<file path="config.mk">
export PLATFORM = sky130hd
export DESIGN_NAME = uart_rx_framed
export DESIGN_NICKNAME = d
export VERILOG_FILES = /design/src/rtl/uart_rx_framed.sv
export SDC_FILE = /design/constraint.sdc
export NUM_CORES = 1
export LEC_CHECK = 0
export BUFFER_PORTS_ARGS = -buffer_cell sky130_fd_sc_hd__buf_2
export CAP_MARGIN = 20
export CORE_MARGIN = 5
export CORE_UTILIZATION = 55
export DETAILED_ROUTE_END_ITERATION = 10
export PLACE_DENSITY = 0.74
export SLEW_MARGIN = 20
export SYNTH_ARGS = -nofsm -noshare
export SYNTH_HDL_FRONTEND = slang
export SYNTH_SLANG_ARGS = --single-unit
</file>
<file path="constraint.sdc">
create_clock -name clk -period 2.81 [get_ports clk]
set_input_delay 0.562 -clock clk [delete_from_list [all_inputs] [get_ports clk]]
set_output_delay 0.562 -clock clk [all_outputs]
set_load 0.02 [all_outputs]
</file>
<file path="src/rtl/uart_rx_framed.sv">
// uart_rx_framed: oversampling UART receiver with parity, 1/2 stop bits, false-start rejection,
// error flags and a one-frame valid/ready holding register. Optional: UART_RX_MAJORITY_VOTE_EN.
`timescale 1ns/1ps
module uart_rx_framed #(
  parameter int CLK_FREQ    = 5000000,
  parameter int BAUD_RATE   = 9600,
  parameter int OVERSAMPLE  = 16,
  parameter int DATA_BITS   = 8,
  parameter int PARITY_MODE = 0,
  parameter int STOP_BITS   = 1
) (
  input  logic                 clk,
  input  logic                 reset,
  input  logic                 i_uart_rx,
  input  logic                 i_ready,
  input  logic                 i_overrun_clr,
  output logic [DATA_BITS-1:0] o_data,
  output logic                 o_valid,
  output logic                 o_parity_err,
  output logic                 o_frame_err,
  output logic                 o_overrun,
  output logic                 o_busy
);

  localparam int DIV   = CLK_FREQ / (BAUD_RATE * OVERSAMPLE);
  localparam int DIV_W = (DIV > 1) ? $clog2(DIV) : 1;
  localparam int OS_W  = $clog2(OVERSAMPLE);
  localparam int MID   = OVERSAMPLE / 2 - 1;
`ifdef UART_RX_MAJORITY_VOTE_EN
  localparam int DEC   = MID + 1;
`else
  localparam int DEC   = MID;
`endif
  localparam logic [DIV_W-1:0] DIV_LAST  = DIV_W'(DIV - 1);
  localparam logic [OS_W-1:0]  SAMP_DEC  = OS_W'(DEC);
  localparam logic [OS_W-1:0]  SAMP_LAST = OS_W'(OVERSAMPLE - 1);
  localparam logic [3:0]       DATA_LAST = 4'(DATA_BITS - 1);
  localparam logic [3:0]       STOP_LAST = 4'(STOP_BITS - 1);
  localparam logic             ODD_PAR   = (PARITY_MODE == 2) ? 1'b1 : 1'b0;

  if (OVERSAMPLE < 8 || (OVERSAMPLE % 2) != 0) begin : g_bad_os
    $error("uart_rx_framed: OVERSAMPLE must be even and >= 8");
  end
  if (DATA_BITS < 5 || DATA_BITS > 9) begin : g_bad_db
    $error("uart_rx_framed: DATA_BITS must be 5..9");
  end
  if (PARITY_MODE < 0 || PARITY_MODE > 2) begin : g_bad_pm
    $error("uart_rx_framed: PARITY_MODE must be 0, 1 or 2");
  end
  if (STOP_BITS != 1 && STOP_BITS != 2) begin : g_bad_sb
    $error("uart_rx_framed: STOP_BITS must be 1 or 2");
  end
  if (DIV < 1) begin : g_bad_div
    $error("uart_rx_framed: CLK_FREQ too low for BAUD_RATE*OVERSAMPLE");
  end

  typedef enum logic [2:0] {ST_IDLE, ST_START, ST_DATA, ST_PARITY, ST_STOP} state_e;

  function automatic logic parity_f(input logic [DATA_BITS-1:0] d);
    return ^d;
  endfunction

  logic [DIV_W-1:0]     tick_cnt_q;
  logic                 tick_s;
  logic                 sync1_q, sync2_q, rx_s, bit_s;
  state_e               state_q, state_d;
  logic [OS_W-1:0]      samp_q, samp_d;
  logic [3:0]           bit_q, bit_d;
  logic [DATA_BITS-1:0] shreg_q, shreg_d;
  logic                 pbad_q, pbad_d, fbad_q, fbad_d;
  logic                 done_s, load_s, drop_s;
  logic [DATA_BITS-1:0] data_q, data_d;
  logic                 valid_q, valid_d, perr_q, perr_d, ferr_q, ferr_d, ovr_q, ovr_d, busy_q;

  assign tick_s = (tick_cnt_q == DIV_LAST);
  assign rx_s   = sync2_q;

  // Baud-rate x OVERSAMPLE tick divider
  always_ff @(posedge clk) begin
    if (reset || tick_s) tick_cnt_q <= {DIV_W{1'b0}};
    else                 tick_cnt_q <= tick_cnt_q + DIV_W'(1);
  end

  // Two-flop synchroniser for the asynchronous line, idling high
  always_ff @(posedge clk) begin
    if (reset) begin
      sync1_q <= 1'b1;
      sync2_q <= 1'b1;
    end else begin
      sync1_q <= i_uart_rx;
      sync2_q <= sync1_q;
    end
  end

`ifdef UART_RX_MAJORITY_VOTE_EN
  function automatic logic maj3_f(input logic a, input logic b, input logic c);
    return (a & b) | (a & c) | (b & c);
  endfunction

  logic [1:0] hist_q;

  // History of the two previous tick samples for the 2-of-3 vote
  always_ff @(posedge clk) begin
    if (reset)       hist_q <= 2'b11;
    else if (tick_s) hist_q <= {hist_q[0], rx_s};
    else             hist_q <= hist_q;
  end

  assign bit_s = maj3_f(hist_q[1], hist_q[0], rx_s);
`else
  assign bit_s = rx_s;
`endif

  // Receive FSM and datapath state registers
  always_ff @(posedge clk) begin
    if (reset) begin
      state_q <= ST_IDLE;
      samp_q  <= {OS_W{1'b0}};
      bit_q   <= 4'd0;
      shreg_q <= {DATA_BITS{1'b0}};
      pbad_q  <= 1'b0;
      fbad_q  <= 1'b0;
    end else begin
      state_q <= state_d;
      samp_q  <= samp_d;
      bit_q   <= bit_d;
      shreg_q <= shreg_d;
      pbad_q  <= pbad_d;
      fbad_q  <= fbad_d;
    end
  end

  // Next-state logic; everything advances on a tick only
  always_comb begin
    state_d = state_q;
    samp_d  = samp_q;
    bit_d   = bit_q;
    shreg_d = shreg_q;
    pbad_d  = pbad_q;
    fbad_d  = fbad_q;
    done_s  = 1'b0;
    if (tick_s) begin
      case (state_q)
        ST_IDLE: begin
          if (!rx_s) begin
            state_d = ST_START;
            samp_d  = {OS_W{1'b0}};
            bit_d   = 4'd0;
            pbad_d  = 1'b0;
            fbad_d  = 1'b0;
          end else begin
            state_d = ST_IDLE;
          end
        end
        ST_START: begin
          if (samp_q == SAMP_DEC && bit_s) begin
            state_d = ST_IDLE;              // false start: line back high mid-bit
            samp_d  = {OS_W{1'b0}};
          end else if (samp_q == SAMP_LAST) begin
            state_d = ST_DATA;
            samp_d  = {OS_W{1'b0}};
          end else begin
            samp_d  = samp_q + OS_W'(1);
          end
        end
        ST_DATA: begin
          if (samp_q == SAMP_DEC) begin
            shreg_d = {bit_s, shreg_q[DATA_BITS-1:1]};
          end else begin
            shreg_d = shreg_q;
          end
          if (samp_q == SAMP_LAST) begin
            samp_d = {OS_W{1'b0}};
            if (bit_q == DATA_LAST) begin
              bit_d   = 4'd0;
              state_d = (PARITY_MODE != 0) ? ST_PARITY : ST_STOP;
            end else begin
              bit_d   = bit_q + 4'd1;
            end
          end else begin
            samp_d = samp_q + OS_W'(1);
          end
        end
        ST_PARITY: begin
          if (samp_q == SAMP_DEC) begin
            pbad_d = parity_f(shreg_q) ^ bit_s ^ ODD_PAR;
          end else begin
            pbad_d = pbad_q;
          end
          if (samp_q == SAMP_LAST) begin
            state_d = ST_STOP;
            samp_d  = {OS_W{1'b0}};
          end else begin
            samp_d  = samp_q + OS_W'(1);
          end
        end
        ST_STOP: begin
          if (samp_q == SAMP_DEC) begin
            fbad_d = fbad_q | ~bit_s;
            if (bit_q == STOP_LAST) begin
              done_s  = 1'b1;               // complete mid-bit to regain half a bit of margin
              state_d = ST_IDLE;
              samp_d  = {OS_W{1'b0}};
            end else begin
              samp_d  = samp_q + OS_W'(1);
            end
          end else if (samp_q == SAMP_LAST) begin
            bit_d  = bit_q + 4'd1;
            samp_d = {OS_W{1'b0}};
          end else begin
            samp_d = samp_q + OS_W'(1);
          end
        end
        default: begin
          state_d = ST_IDLE;
          samp_d  = {OS_W{1'b0}};
        end
      endcase
    end else begin
      state_d = state_q;
    end
  end

  assign load_s = done_s && (!valid_q || i_ready);
  assign drop_s = done_s && valid_q && !i_ready;

  // Holding register, handshake and sticky overrun
  always_comb begin
    data_d = data_q;
    perr_d = perr_q;
    ferr_d = ferr_q;
    if (load_s) begin
      data_d  = shreg_q;
      perr_d  = pbad_q;
      ferr_d  = fbad_d;
      valid_d = 1'b1;
    end else if (valid_q && i_ready) begin
      valid_d = 1'b0;
    end else begin
      valid_d = valid_q;
    end
    if (drop_s)             ovr_d = 1'b1;
    else if (i_overrun_clr) ovr_d = 1'b0;
    else                    ovr_d = ovr_q;
  end

  // Output registers
  always_ff @(posedge clk) begin
    if (reset) begin
      data_q  <= {DATA_BITS{1'b0}};
      valid_q <= 1'b0;
      perr_q  <= 1'b0;
      ferr_q  <= 1'b0;
      ovr_q   <= 1'b0;
      busy_q  <= 1'b0;
    end else begin
      data_q  <= data_d;
      valid_q <= valid_d;
      perr_q  <= perr_d;
      ferr_q  <= ferr_d;
      ovr_q   <= ovr_d;
      busy_q  <= (state_d != ST_IDLE);
    end
  end

  assign o_data       = data_q;
  assign o_valid      = valid_q;
  assign o_parity_err = perr_q;
  assign o_frame_err  = ferr_q;
  assign o_overrun    = ovr_q;
  assign o_busy       = busy_q;

endmodule

</file>
==> run summary, run 1 <==
Max IR drop VDD: 0.2870 mV
WP data arrival: 2.71 ns
fin nets: 245
EDFF count, synth: 0
final cycle utilization of the critical path: 86.24%
largest net degree at the start of global routing: 39
Final ANT Viol Nets: 0
setup_tns: 0 ns
Max Clk Rate: 412.6 MHz
clk slew on worst S/H paths: 0.12 ns
first-pass GRT wire length: 6106 µm
Synth cell types: 46
1st-iter DRT viols: 66
actual slew at the worst max-slew pin: 0.6608 ns
number of remaining DRC errors: 0
Max-Cap Viols: 0
number of core rows: 21
GRT overflow: 0
pwr/cell area: 438.0 nW/µm²
DR pass1 iterations: 4
Async S/R FF share, synth: 0%
full die area: 4747 µm²
Clock Latency Late Sink: 0.37 ns
CTS tree: done
nature of the critical path endpoint: flop
Pwr Total: 0.9131 mW
storage element area: 820.8 µm²
Slew Limit Fails: 0
YS warnings: 0
post-route cell area: 2085 µm²
Max FO, Critical Path: 11
Final setup viols: 0
post-synth net total: 229
drt wl/cell: 12.61 µm
initial core utilization: 57.18%
die extent in x: 68.90 µm
final hold vios: 0
clock root buffer: clkbuf_4
# fillers: 311
diodes inserted: 0
Setup CP Type: flop to flop
core area: 3337 µm²
Mapped Area: 1908 µm²
Placed Instances: 274
area of the multi-input gates: 1016 µm²
routed via count: 1522
FF-to-FF path depth: 8
Syn Area/Cell: 8.713 µm²
Worst Hold Class: primary input to flop
fin crit period: 2.423 ns
outcome: completed
Clock Tree Buf Depth: 2
All-Layer GR Usage: 17.54%
Post-Place Cell Area: 2022 µm²
DPL Wire Length: 2491 µm
Final Instance Count excl. Fillers: 282
Pleak: 0.8769 nW
H-tree lvl count: 2
slew margin rel.: 55.95%
Hold Crit Depth: 2
Via density: 5.397
Clock Skews: 0.01407 ns
number of synthesized register bits: 41
vias in the first global route: 1424
io pins: 18
IO buf count: 17
fraction of layout cells with a size suffix above 1: 15.25%
CTS buffer count: 5
Post-Syn Instances: 219
top_reg_cell synth: dfxtp_1
Seq/Total Area, Yosys: 43.02%
WP data required: 3.10 ns
clock sink count: 41
number of antenna violations at the first check in global routing: 0
Final Util: 62.47%
post-CTS setup repair buffer count: 0
Syn-to-layout area delta: 9.246%
die height: 68.90 µm
GP Congestion: 0.8526
routed wire length: 3555 µm
CP Launch Type: flop
RSZ-0062 raised after global routing: no
cells in the mapped netlist, types with 3 or more instances:
cell type | count | share of area (%)
nand3_1 | 5 | 1.3
mux2i_1 | 12 | 6.3
nor2b_1 | 4 | 1.3
a31oi_1 | 4 | 1.3
ha_1 | 5 | 3.3
or3_1 | 4 | 1.3
nor3_1 | 7 | 1.8
nor2_1 | 19 | 3.7
dfxtp_1 | 41 | 43
o21ai_0 | 5 | 1.3
nand2b_1 | 4 | 1.3
inv_1 | 8 | 1.6
xnor2_1 | 5 | 2.3
a21oi_1 | 19 | 5.0
o21ai_1 | 5 | 1.3
nand2_1 | 27 | 5.3
clkbuf_1 | 6 | 1.2
xor2_1 | 3 | 1.4
worst paths after layout:
check / start / to / slack (ns)
max reg2reg: tick_cnt_q[0]$_SDFF_PP0_ / o_frame_err$_SDFFE_PP0P_ / 0.39
min: i_uart_rx / sync1_q$_SDFF_PP1_ / 0.37
max: tick_cnt_q[0]$_SDFF_PP0_ / o_frame_err$_SDFFE_PP0P_ / 0.39
min reg2reg: sync1_q$_SDFF_PP1_ / bit_s$_SDFF_PP1_ / 0.43
layout by cell type (no fill, tap or decap), types with 7 or more instances in the layout:
cell,instances
dfxtp_1,41
nand2_1,26
buf_2,17
inv_1,8
a21oi_1,19
mux2i_1,12
nor3_1,7
nor2_1,19
stage by stage:
step	hold slack, ns	worst slack [ns]
after floorplan	0.3895	0.8166
after global placement	0.3953	0.4107
after detailed placement	0.4046	0.2499
after CTS	0.3565	0.2056
after global routing	0.3531	0.1275
final	0.3727	0.3865
timing repair:
action                     in CTS  in global routing
hold buffers                    0                  0
gates resized for setup         0                  1
setup endpoints to repair       0                  1
registers in the layout (all words and copies together), names as in the netlist, 3 cells and up:
register,count
bit_q,4
o_data,8
shreg_q,8
state_q,3
tick_cnt_q,5
samp_q,4
metal layers:
layer | GRT usage, % | up-vias | routed length (µm)
li1 | - | 787 | -
met1 | 22.62 | 703 | 1794
met2 | 25.95 | 23 | 1505
met3 | 5.348 | 9 | 173
met4 | 9.732 | 0 | 81
met5 | 0 | - | 0
kinds of logic (layout without fill, tap and decap cells):
group | count (synthesis) | count (layout) | share of synthesized area [%]
multiplexers | 13 | 13 | 6.885
buffers and inverters | 18 | 35 | 3.869
XOR/XNOR | 9 | 9 | 4.853
AO/OA/AOI/OAI | 40 | 40 | 12.26
flip-flops | 41 | 41 | 43.02
adder cells (fa/ha/maj) | 5 | 5 | 3.279
AND/OR/NAND/NOR | 93 | 93 | 25.84
cell type report:
cell class,instances,area share [%]
multi-input cells,160,48.74
flip-flops and latches,41,39.38
repair buffers,19,4.802
inverters,8,1.441
clock inverters,3,1.080
clock buffers,5,1.801
well taps,46,2.761
critical path: stages (launching register included):
cell and delay, ns:
dfxtp_1 0.37, ha_1 0.18, and3_1 0.16, ha_1 0.16
nand4b_1 0.28, nor4b_2 0.48, nand2_2 0.29, or2_0 0.30
a21oi_1 0.13
report_power, final:
group / total (mW) / leakage, nW / switching, mW / internal, mW
logic: 0.0237 / 0.511 / 0.0138 / 0.00992
registers: 0.591 / 0.331 / 0.00459 / 0.586
clock network: 0.298 / 0.0352 / 0.199 / 0.0989
total: 0.913 / 0.877 / 0.218 / 0.695
No activity file was read; power rests on OpenSTA's default activity.
==> run 2: changes to the inputs <==
--- a/config.mk
+++ b/config.mk
@@ -5,12 +5,13 @@
 export SDC_FILE = /design/constraint.sdc
 export NUM_CORES = 1
 export LEC_CHECK = 0
+export ABC_AREA = 0
 export BUFFER_PORTS_ARGS = -buffer_cell sky130_fd_sc_hd__buf_2
 export CAP_MARGIN = 20
 export CORE_MARGIN = 5
 export CORE_UTILIZATION = 55
 export DETAILED_ROUTE_END_ITERATION = 10
-export PLACE_DENSITY = 0.74
+export PLACE_DENSITY = 0.75
 export SLEW_MARGIN = 20
 export SYNTH_ARGS = -nofsm -noshare
 export SYNTH_HDL_FRONTEND = slang
==> constraint.sdc (replaced) <==
create_clock -name clk -period 2.7 [get_ports clk]
set_input_delay 0.54 -clock clk [delete_from_list [all_inputs] [get_ports clk]]
set_output_delay 0.54 -clock clk [all_outputs]
set_load 0.02 [all_outputs]
==> run 2 against run 1 <==
  * Power grew 5.6%
  * Setup slack lost 0.10 ns
  * Hold slack lost 0.0086 ns
  * Largest cell class unchanged
  * First-iteration DRC count grew 35%
  * Combinational power grew 3%
  * Cell count is the same
  * Non-clock buffer count is the same
  * Maximum frequency grew 0.40%
==> run summary, run 2 (synthesis gave the netlist of run 1 again) <==
outcome: completed
Hold Crit Depth: 2
die extent in x: 68.90 µm
full die area: 4747 µm²
fin nets: 245
clock sink count: 41
Clock Latency Late Sink: 0.36 ns
Post-CTS Hold Fix Bufs: 0
Clock Tree Buf Depth: 2
diodes inserted: 0
CTS buffer count: 5
Syn-to-layout area delta: 9.508%
Max FO, Critical Path: 11
number of remaining DRC errors: 0
CTS tree: done
Pwr Total: 0.9638 mW
Setup CP Type: flop to flop
io pins: 18
Final ANT Viol Nets: 0
actual slew at the worst max-slew pin: 0.6684 ns
GRT overflow: 0
Pleak: 0.8800 nW
post-CTS setup repair buffer count: 0
first-pass GRT wire length: 5727 µm
Final setup viols: 0
routed wire length: 3518 µm
nature of the critical path endpoint: flop
fraction of layout cells with a size suffix above 1: 15.25%
RSZ-0062 raised after global routing: no
Via density: 5.340
Post-Place Cell Area: 2022 µm²
number of core rows: 21
GP Congestion: 0.7942
drt wl/cell: 12.48 µm
hold path endpoint: sync1_q$_SDFF_PP1_
final cycle utilization of the critical path: 89.40%
H-tree lvl count: 2
DPL Wire Length: 2489 µm
WP data required: 2.99 ns
Worst Min Path Start: i_uart_rx
Worst Hold Class: primary input to flop
slew margin rel.: 55.44%
FF-to-FF Start: tick_cnt_q[0]$_SDFF_PP0_
CP Launch Type: flop
Max-Cap Viols: 0
vias in the first global route: 1302
core area: 3337 µm²
post-cts resize count: 0
Slew Limit Fails: 0
setup_tns: 0 ns
Max Clk Rate: 414.3 MHz
FF-to-FF End: o_frame_err$_SDFFE_PP0P_
# fillers: 312
final hold vios: 0
WP data arrival: 2.70 ns
Clock Skews: 0.01338 ns
post-route cell area: 2090 µm²
die height: 68.90 µm
Reg2Reg Setup Slack: 0.29 ns
IO buf count: 17
clock root buffer: clkbuf_4
initial core utilization: 57.18%
1st-iter DRT viols: 89
Max IR drop VDD: 0.3744 mV
FF-to-FF path depth: 8
fin crit period: 2.414 ns
clk slew on worst S/H paths: 0.12 ns
routed via count: 1506
largest net degree at the start of global routing: 39
DR pass1 iterations: 4
most frequent cells in the layout: dfxtp_1 (41), nand2_1 (26), nor2_1 (19), a21oi_1 (19), buf_2 (17)
number of antenna violations at the first check in global routing: 0
All-Layer GR Usage: 16.20%
pwr/cell area: 461.3 nW/µm²
commonest non-fill, non-tap cell in the layout: dfxtp_1
[run 2: cell count changes in the layout (fill, tap and decap cells not counted)]
| cell | change |
|---|---|
| clkbuf_8 | +1 |
| clkinv_4 | -1 |
[run 2: area by class of cell]
type                    count  area, µm²  share of cell area [%]
multi-input cells         160       1016                   48.62
well taps                  46      57.56                   2.754
repair buffers             19      100.1                   4.790
inverters                   8      30.03                   1.437
clock buffers               6      51.30                   2.455
clock inverters             2      13.76                  0.6587
flip-flops and latches     41      820.8                   39.28
[run 2: worst max-delay path by stage]
| stage | start | to | cells past startpoint |
|---|---|---|---|
| 5_1_grt | tick_cnt_q[0]$_SDFF_PP0_ | o_frame_err$_SDFFE_PP0P_ | 8 |
| 3_5_place_dp | tick_cnt_q[0]$_SDFF_PP0_ | o_frame_err$_SDFFE_PP0P_ | 8 |
| 4_1_cts | tick_cnt_q[0]$_SDFF_PP0_ | o_frame_err$_SDFFE_PP0P_ | 8 |
| 2_1_floorplan | tick_cnt_q[0]$_SDFF_PP0_ | o_parity_err$_SDFFE_PP0P_ | 9 |
| 3_3_place_gp | tick_cnt_q[0]$_SDFF_PP0_ | o_frame_err$_SDFFE_PP0P_ | 8 |
| 6_report | tick_cnt_q[0]$_SDFF_PP0_ | o_frame_err$_SDFFE_PP0P_ | 8 |
[run 2: routing by layer]
layer | routed length, µm | GRT usage, % | up-vias | part of all wire (%)
li1 | - | - | 788 | -
met1 | 1736 | 21.56 | 660 | 49
met2 | 1493 | 23.93 | 52 | 42
met3 | 223 | 5.348 | 6 | 6.3
met4 | 64 | 6.813 | 0 | 1.8
met5 | 0 | 0 | - | 0
[run 2: through the flow]
step           std cells  setup slack [ns]  hold WS (ns)  utilization [%]
6_report             282            0.2861        0.3642            62.62
3_5_place_dp         274            0.1558        0.3963            60.59
2_1_floorplan        219            0.7066        0.3895                -
5_1_grt              282          0.003114        0.3627            62.62
4_1_cts              282            0.1500        0.3514            62.54
3_3_place_gp         274            0.3075        0.3920            60.59
[run 2: power by group]
part / internal, mW / switching [mW]
sequential: 0.610 / 0.00461
clock: 0.127 / 0.198
combinational: 0.0103 / 0.0140
total: 0.748 / 0.216
[run 2: worst max-delay path, cell delays in order (launching register included)]
cell and delay [ns]:
dfxtp_1 0.37, ha_1 0.18, and3_1 0.16, ha_1 0.15, nand4b_1 0.29, nor4b_2 0.51, nand2_2 0.29, or2_0 0.28
a21oi_1 0.12
